===== config.mk =====
export PLATFORM = sky130hd
export DESIGN_NAME = play_sequencer
export DESIGN_NICKNAME = d
export VERILOG_FILES = /design/src/rtl/play_sequencer.sv
export SDC_FILE = /design/constraint.sdc
export NUM_CORES = 1
export LEC_CHECK = 0
export CAP_MARGIN = 40
export CORE_UTILIZATION = 25
export CTS_CLUSTER_SIZE = 30
export DETAILED_ROUTE_END_ITERATION = 8
export SYNTH_ARGS = -nofsm -noshare
export SYNTH_HDL_FRONTEND = slang
export SYNTH_SLANG_ARGS = --single-unit
export TNS_END_PERCENT = 30

===== constraint.sdc =====
create_clock -name clk -period 2.1 [get_ports clk]
set_clock_uncertainty 0.05 [all_clocks]
set_input_delay 0.21 -clock clk [delete_from_list [all_inputs] [get_ports clk]]
set_output_delay 0.21 -clock clk [all_outputs]
set_load 0.01 [all_outputs]

===== src/rtl/play_sequencer.sv =====
// play_sequencer
//
// Sequences one play-mode run: latches the selected song, runs a count-in,
// then steps the note index through the song ROM. It starts the sound
// generator on every note and issues one score-commit pulse per finished note.
//
// Ports
//   clk         system clock, rising-edge
//   rst_n       synchronous active-low reset
//   en          play mode selected; low aborts to IDLE on the next edge
//   start       begin a run (honoured only in IDLE or DONE)
//   pause       level; freezes counters and FSM in COUNT/PLAY/GAP
//   song_sel    song to play
//   track       note count of the latched song (from song ROM)
//   over        sound generator reports the current note finished
//   song_out    latched song to song ROM
//   cnt         current note index to song ROM and scoring
//   note_start  1-cycle pulse: sound generator loads note cnt
//   sound_en    high in PLAY while not paused
//   commit      1-cycle pulse: scoring accumulates result for note cnt
//   countdown   remaining count-in ticks, 0 outside COUNT
//   busy        state is COUNT, PLAY or GAP
//   done        state is DONE
module play_sequencer #(
  parameter int SONG_BITS  = 3,
  parameter int CNT_BITS   = 6,
  parameter int TICK_DIV   = 25_000_000,
  parameter int COUNT_IN   = 3,
  parameter int GAP_CYCLES = 1_000_000
) (
  input  logic                 clk,
  input  logic                 rst_n,
  input  logic                 en,
  input  logic                 start,
  input  logic                 pause,
  input  logic [SONG_BITS-1:0] song_sel,
  input  logic [CNT_BITS-1:0]  track,
  input  logic                 over,
  output logic [SONG_BITS-1:0] song_out,
  output logic [CNT_BITS-1:0]  cnt,
  output logic                 note_start,
  output logic                 sound_en,
  output logic                 commit,
  output logic [1:0]           countdown,
  output logic                 busy,
  output logic                 done
);

  // One timer serves both the count-in tick and the inter-note gap; the two
  // phases never overlap.
  localparam int MAX_DIV = (TICK_DIV > GAP_CYCLES) ? TICK_DIV : GAP_CYCLES;
  localparam int TW      = (MAX_DIV > 2) ? $clog2(MAX_DIV) : 1;
  localparam logic [TW-1:0] TICK_LAST = TW'(TICK_DIV - 1);
  localparam logic [TW-1:0] GAP_LAST  = TW'(GAP_CYCLES - 1);

  typedef enum logic [2:0] {
    IDLE,
    COUNT,
    PLAY,
    GAP,
    DONE
  } state_e;

  state_e                state_q, state_d;
  logic [SONG_BITS-1:0]  song_q, song_d;
  logic [CNT_BITS-1:0]   cnt_q, cnt_d;
  logic [TW-1:0]         timer_q, timer_d;
  logic [1:0]            cd_q, cd_d;
  logic                  note_start_q, note_start_d;
  logic                  commit_q, commit_d;
  logic                  sound_en_q, sound_en_d;
  logic                  busy_q, busy_d;
  logic                  done_q, done_d;

  // Extended by one bit so the last-note test cannot wrap.
  logic [CNT_BITS:0]     cnt_inc;
  logic [CNT_BITS:0]     track_ext;

  always_comb begin
    cnt_inc   = {1'b0, cnt_q} + (CNT_BITS+1)'(1);
    track_ext = {1'b0, track};

    state_d      = state_q;
    song_d       = song_q;
    cnt_d        = cnt_q;
    timer_d      = timer_q;
    cd_d         = cd_q;
    note_start_d = 1'b0;
    commit_d     = 1'b0;

    if (!en) begin
      state_d = IDLE;
      cnt_d   = '0;
      timer_d = '0;
      cd_d    = '0;
    end else begin
      unique case (state_q)
        IDLE, DONE: begin
          if (start) begin
            state_d = COUNT;
            song_d  = song_sel;
            cnt_d   = '0;
            timer_d = '0;
            cd_d    = 2'(COUNT_IN);
          end
        end

        COUNT: begin
          if (!pause) begin
            if (timer_q == TICK_LAST) begin
              timer_d = '0;
              cd_d    = cd_q - 2'd1;
              if (cd_q == 2'd1) begin
                if (track == '0) begin
                  state_d = DONE;
                end else begin
                  state_d      = PLAY;
                  note_start_d = 1'b1;
                end
              end
            end else begin
              timer_d = timer_q + TW'(1);
            end
          end
        end

        PLAY: begin
          // over is not trusted while note_start is still on the wire: the
          // generator has not loaded the new note yet.
          if (!pause && over && !note_start_q) begin
            state_d  = GAP;
            commit_d = 1'b1;
            timer_d  = '0;
          end
        end

        GAP: begin
          if (!pause) begin
            if (timer_q == GAP_LAST) begin
              timer_d = '0;
              if (cnt_inc == track_ext) begin
                state_d = DONE;
                cnt_d   = track;
              end else begin
                state_d      = PLAY;
                cnt_d        = cnt_inc[CNT_BITS-1:0];
                note_start_d = 1'b1;
              end
            end else begin
              timer_d = timer_q + TW'(1);
            end
          end
        end

        default: begin
          state_d = IDLE;
          cnt_d   = '0;
          timer_d = '0;
          cd_d    = '0;
        end
      endcase
    end

    // Level outputs are decoded from the next state so they line up with
    // the registered state they describe.
    sound_en_d = (state_d == PLAY) && !pause;
    busy_d     = (state_d == COUNT) || (state_d == PLAY) || (state_d == GAP);
    done_d     = (state_d == DONE);
  end

  always_ff @(posedge clk) begin
    if (!rst_n) begin
      state_q      <= IDLE;
      song_q       <= '0;
      cnt_q        <= '0;
      timer_q      <= '0;
      cd_q         <= '0;
      note_start_q <= 1'b0;
      commit_q     <= 1'b0;
      sound_en_q   <= 1'b0;
      busy_q       <= 1'b0;
      done_q       <= 1'b0;
    end else begin
      state_q      <= state_d;
      song_q       <= song_d;
      cnt_q        <= cnt_d;
      timer_q      <= timer_d;
      cd_q         <= cd_d;
      note_start_q <= note_start_d;
      commit_q     <= commit_d;
      sound_en_q   <= sound_en_d;
      busy_q       <= busy_d;
      done_q       <= done_d;
    end
  end

  assign song_out   = song_q;
  assign cnt        = cnt_q;
  assign note_start = note_start_q;
  assign sound_en   = sound_en_q;
  assign commit     = commit_q;
  assign countdown  = cd_q;
  assign busy       = busy_q;
  assign done       = done_q;

endmodule


==> results.sh <==
export IMPL_die_w_um=101
export IMPL_path_cells="or4b_4 -> nor2_4 -> nand4_4 -> or4b_1 -> a21oi_2"
export IMPL_synth_edff_count=0
export IMPL_dr_pass1_iters=4
export IMPL_hold_buffers=0
export IMPL_rr_startpoint="timer_q[24]"
export IMPL_hold_start="timer_q[1]"
export IMPL_synth_main_ff_cell="dfxtp_1"
export IMPL_finalCriticalPeriod_ps=2020
export IMPL_gp_congestion=0.845
export IMPL_die_h_um=101
export IMPL_ys_seq_elements=44
export IMPL_min_path_type="reg -> reg"
export IMPL_yosysWarnings=0
export IMPL_async_flop_share_pct=0
export IMPL_syn_nets=309
export IMPL_clockBufferDepth=2
export IMPL_utilization_pct=34.2
export IMPL_grt_pass1_wl_um=10400
export IMPL_synth_area_sq_um=2460
export IMPL_worstSetupEndpointType="flip-flop"
export IMPL_cts_sinks=44
export IMPL_required_ps=2290
export IMPL_antenna_cells=0
export IMPL_vias=2269
export IMPL_cp_arrival_ps=2210
export IMPL_htreeDepth=2
export IMPL_port_buffers=30
export IMPL_holdPathStages=2
export IMPL_synth_area_top_cells="dfxtp_1 (36%), nor2_1 (6.6%), xor2_1 (5.7%), xnor2_1 (4.6%), a21oi_1 (3.5%)"
export IMPL_drc=0
export IMPL_yosys_area_top_type="dfxtp_1"
export IMPL_switching_share_pct=23.2
export IMPL_cts_buffers=5
export IMPL_drt_iter0_markers=85
export IMPL_p_leak_uw=0.00114
export IMPL_cpPeakStageDelay_ps=590
export IMPL_wl_um=6120
export IMPL_powerDensity_nw_per_um2=493
export IMPL_cp_num_buf_inv=0
export IMPL_hold_viol=0
export IMPL_r2r_setup_slack_ps=80
export IMPL_placementRows=35
export IMPL_clkLatencyLatePin_ps=300
export IMPL_cts_tree="built"
export IMPL_status="complete, no violations"
export IMPL_cp_slowest_cell="or4b_4"
export IMPL_hold_end="timer_q[1]"
export IMPL_synthCells=291
export IMPL_final_nets=365
export IMPL_dp_final_hpwl_um=4670
export IMPL_syn_area_per_cell_sq_um=8.44
export IMPL_root_buffer="clkbuf_8"
export IMPL_setup_violations=0
export IMPL_core_sq_um=9370
export IMPL_critPathKind="reg -> reg"
export IMPL_crit_fanout=5
export IMPL_dieArea_sq_um=10200
export IMPL_drive_gt1_share_pct=17.6
export IMPL_seq_area_frac_synth_pct=35.8
export IMPL_intPower_uw=1210
export IMPL_design_portCount=31
export IMPL_antenna_found_initial=0
export IMPL_slew_headroom_pct=65.5
export IMPL_initial_core_util_pct=26.2
export IMPL_ant_nets=0
export IMPL_crit_family="simple AND/OR/NAND/NOR gates"
export IMPL_r2r_cells=5
export IMPL_crit_path_start_kind="flip-flop"
export IMPL_final_hold_worst_slack_ps=430
export IMPL_netlist_area_leader_share_pct=35.8
export IMPL_area_growth_pct=30.4
export IMPL_p_comb_share_pct=9.8
export IMPL_clkTransAtPathRegs_ps=80
export IMPL_finalCritPeriodShare_pct=96.3
export IMPL_grtUsageTotal_pct=12.8
export IMPL_switchingPower_uw=366
export IMPL_worst_pin_slew_ps=510
export IMPL_wl_per_cell_um=12.9
export IMPL_irDropWorstVdd_uv=216
export IMPL_drv_slew=0
export IMPL_r2r_end="cnt[4]"
export IMPL_grt_max_degree=25
export IMPL_grt_pass1_vias=2151
export IMPL_synth_cell_types=61
export IMPL_seqPwrFrac_pct=53.6
export IMPL_p_clk_share_pct=36.6
export IMPL_max_cap_viol_count=0
export IMPL_overflow=0
export IMPL_vias_per_cell=4.77
export IMPL_max_freq_mhz=495
## cells by family after synthesis
group | count (synthesis) | share of synthesized area, %
and+or+nand+nor | 149 | 34.5
AOI/OAI and AO/OA | 44 | 10.8
DFF | 44 | 35.8
xor gates and xnor gates | 29 | 10.3
buffers and inverters | 18 | 5.35
muxes | 4 | 1.63
adders and majority gates | 3 | 1.53
## how the worst max path moves through the flow
stage                 from       end  depth (start not counted)
2_1_floorplan       cnt[4]  sound_en                          6
3_3_place_gp         pause    cnt[2]                          7
3_5_place_dp         pause    cnt[2]                          7
4_1_cts        timer_q[15]    cnt[2]                          7
5_1_grt        timer_q[24]    cnt[4]                          5
6_report       timer_q[24]    cnt[4]                          5
## flip-flops by register name (all words and copies together) (netlist names), 2 cells and up
name / count
timer_q: 25
countdown: 2
cnt: 6
state_q: 3
song_out: 3
## cells in the final DEF (no fill, tap or decap), drive strengths merged, types with 2 or more instances in the layout
cell            n
a21oi          17
a22oi           2
a31oi           3
and2b           2
and3            9
and4            3
buf            33
clkbuf          7
clkdlybuf4s50  30
dfxtp          44
ha              3
inv             4
mux2i           4
nand2          21
nand2b          4
nand3          16
nand4           9
nand4b          2
nor2           45
nor2b           5
nor3            6
nor4            7
nor4b           3
o211ai          3
o21ai          10
o31ai           2
or3             4
or3b            3
or4b            2
xnor2          13
xor2           16
## cell usage after synthesis, types with 6 or more instances
master	instances
a21oi_1	17
and3_1	6
dfxtp_1	44
nand2_1	21
nand3_1	15
nand4_1	8
nor2_1	43
nor3_1	6
o21ai_0	9
xnor2_1	13
xor2_1	16
## final cells by class
type                            count  area (sq um)
Clock buffer                        7          96.3
Fill cell                         982          6170
Inverter                            4          15.0
Multi-Input combinational cell    229          1490
Sequential cell                    44           882
Tap cell                          129           161
Timing Repair Buffer               63           561
## power groups by stage
| stage | registers [uW] | logic [uW] | clock network [uW] |
|---|---|---|---|
| detailed placement | 866 | 153 | 0 |
| global route | 847 | 171 | 631 |
| CTS | 846 | 154 | 597 |
| finish | 846 | 155 | 578 |
| global placement | 866 | 152 | 0 |
| floorplan | 868 | 69.1 | 0 |
## worst reg2reg max path, stage by stage, from the launching register on
cell,delay [ps]
dfxtp_1,340
or4b_4,590
nor2_4,160
nand4_4,130
or4b_1,550
a21oi_2,140
## per-stage QoR
| step | setup slack, ps | std cells | area, sq um | TNS (ps) | power [uW] |
|---|---|---|---|---|---|
| floorplan | 185 | 291 | 2460 | 0 | 937 |
| global placement | -133 | 469 | 3060 | -445 | 1020 |
| detailed placement | -140 | 469 | 3060 | -573 | 1020 |
| CTS | 20.0 | 476 | 3160 | 0 | 1600 |
| global route | -1.42 | 476 | 3210 | -1.42 | 1650 |
| finish | 78.7 | 476 | 3210 | 0 | 1580 |
## per-layer routing
metal | wire [um] | part of all wire [%] | GRT usage, % | vias to the layer above
met5 | 0 | 0 | 0 | -
met1 | 3010 | 49 | 17.4 | 1067
met4 | 92 | 1.5 | 4.68 | 0
met3 | 305 | 5.0 | 2.97 | 10
li1 | - | - | - | 1146
met2 | 2720 | 44 | 19.9 | 46
## repair_timing
action                                  in CTS  in global routing
gates resized for setup                      1                  9
endpoints found under the setup margin       1                  8
hold endpoints to repair                     0                  0
buffers inserted                             0                  0
Note: power is estimated with default switching activity, not from simulation.
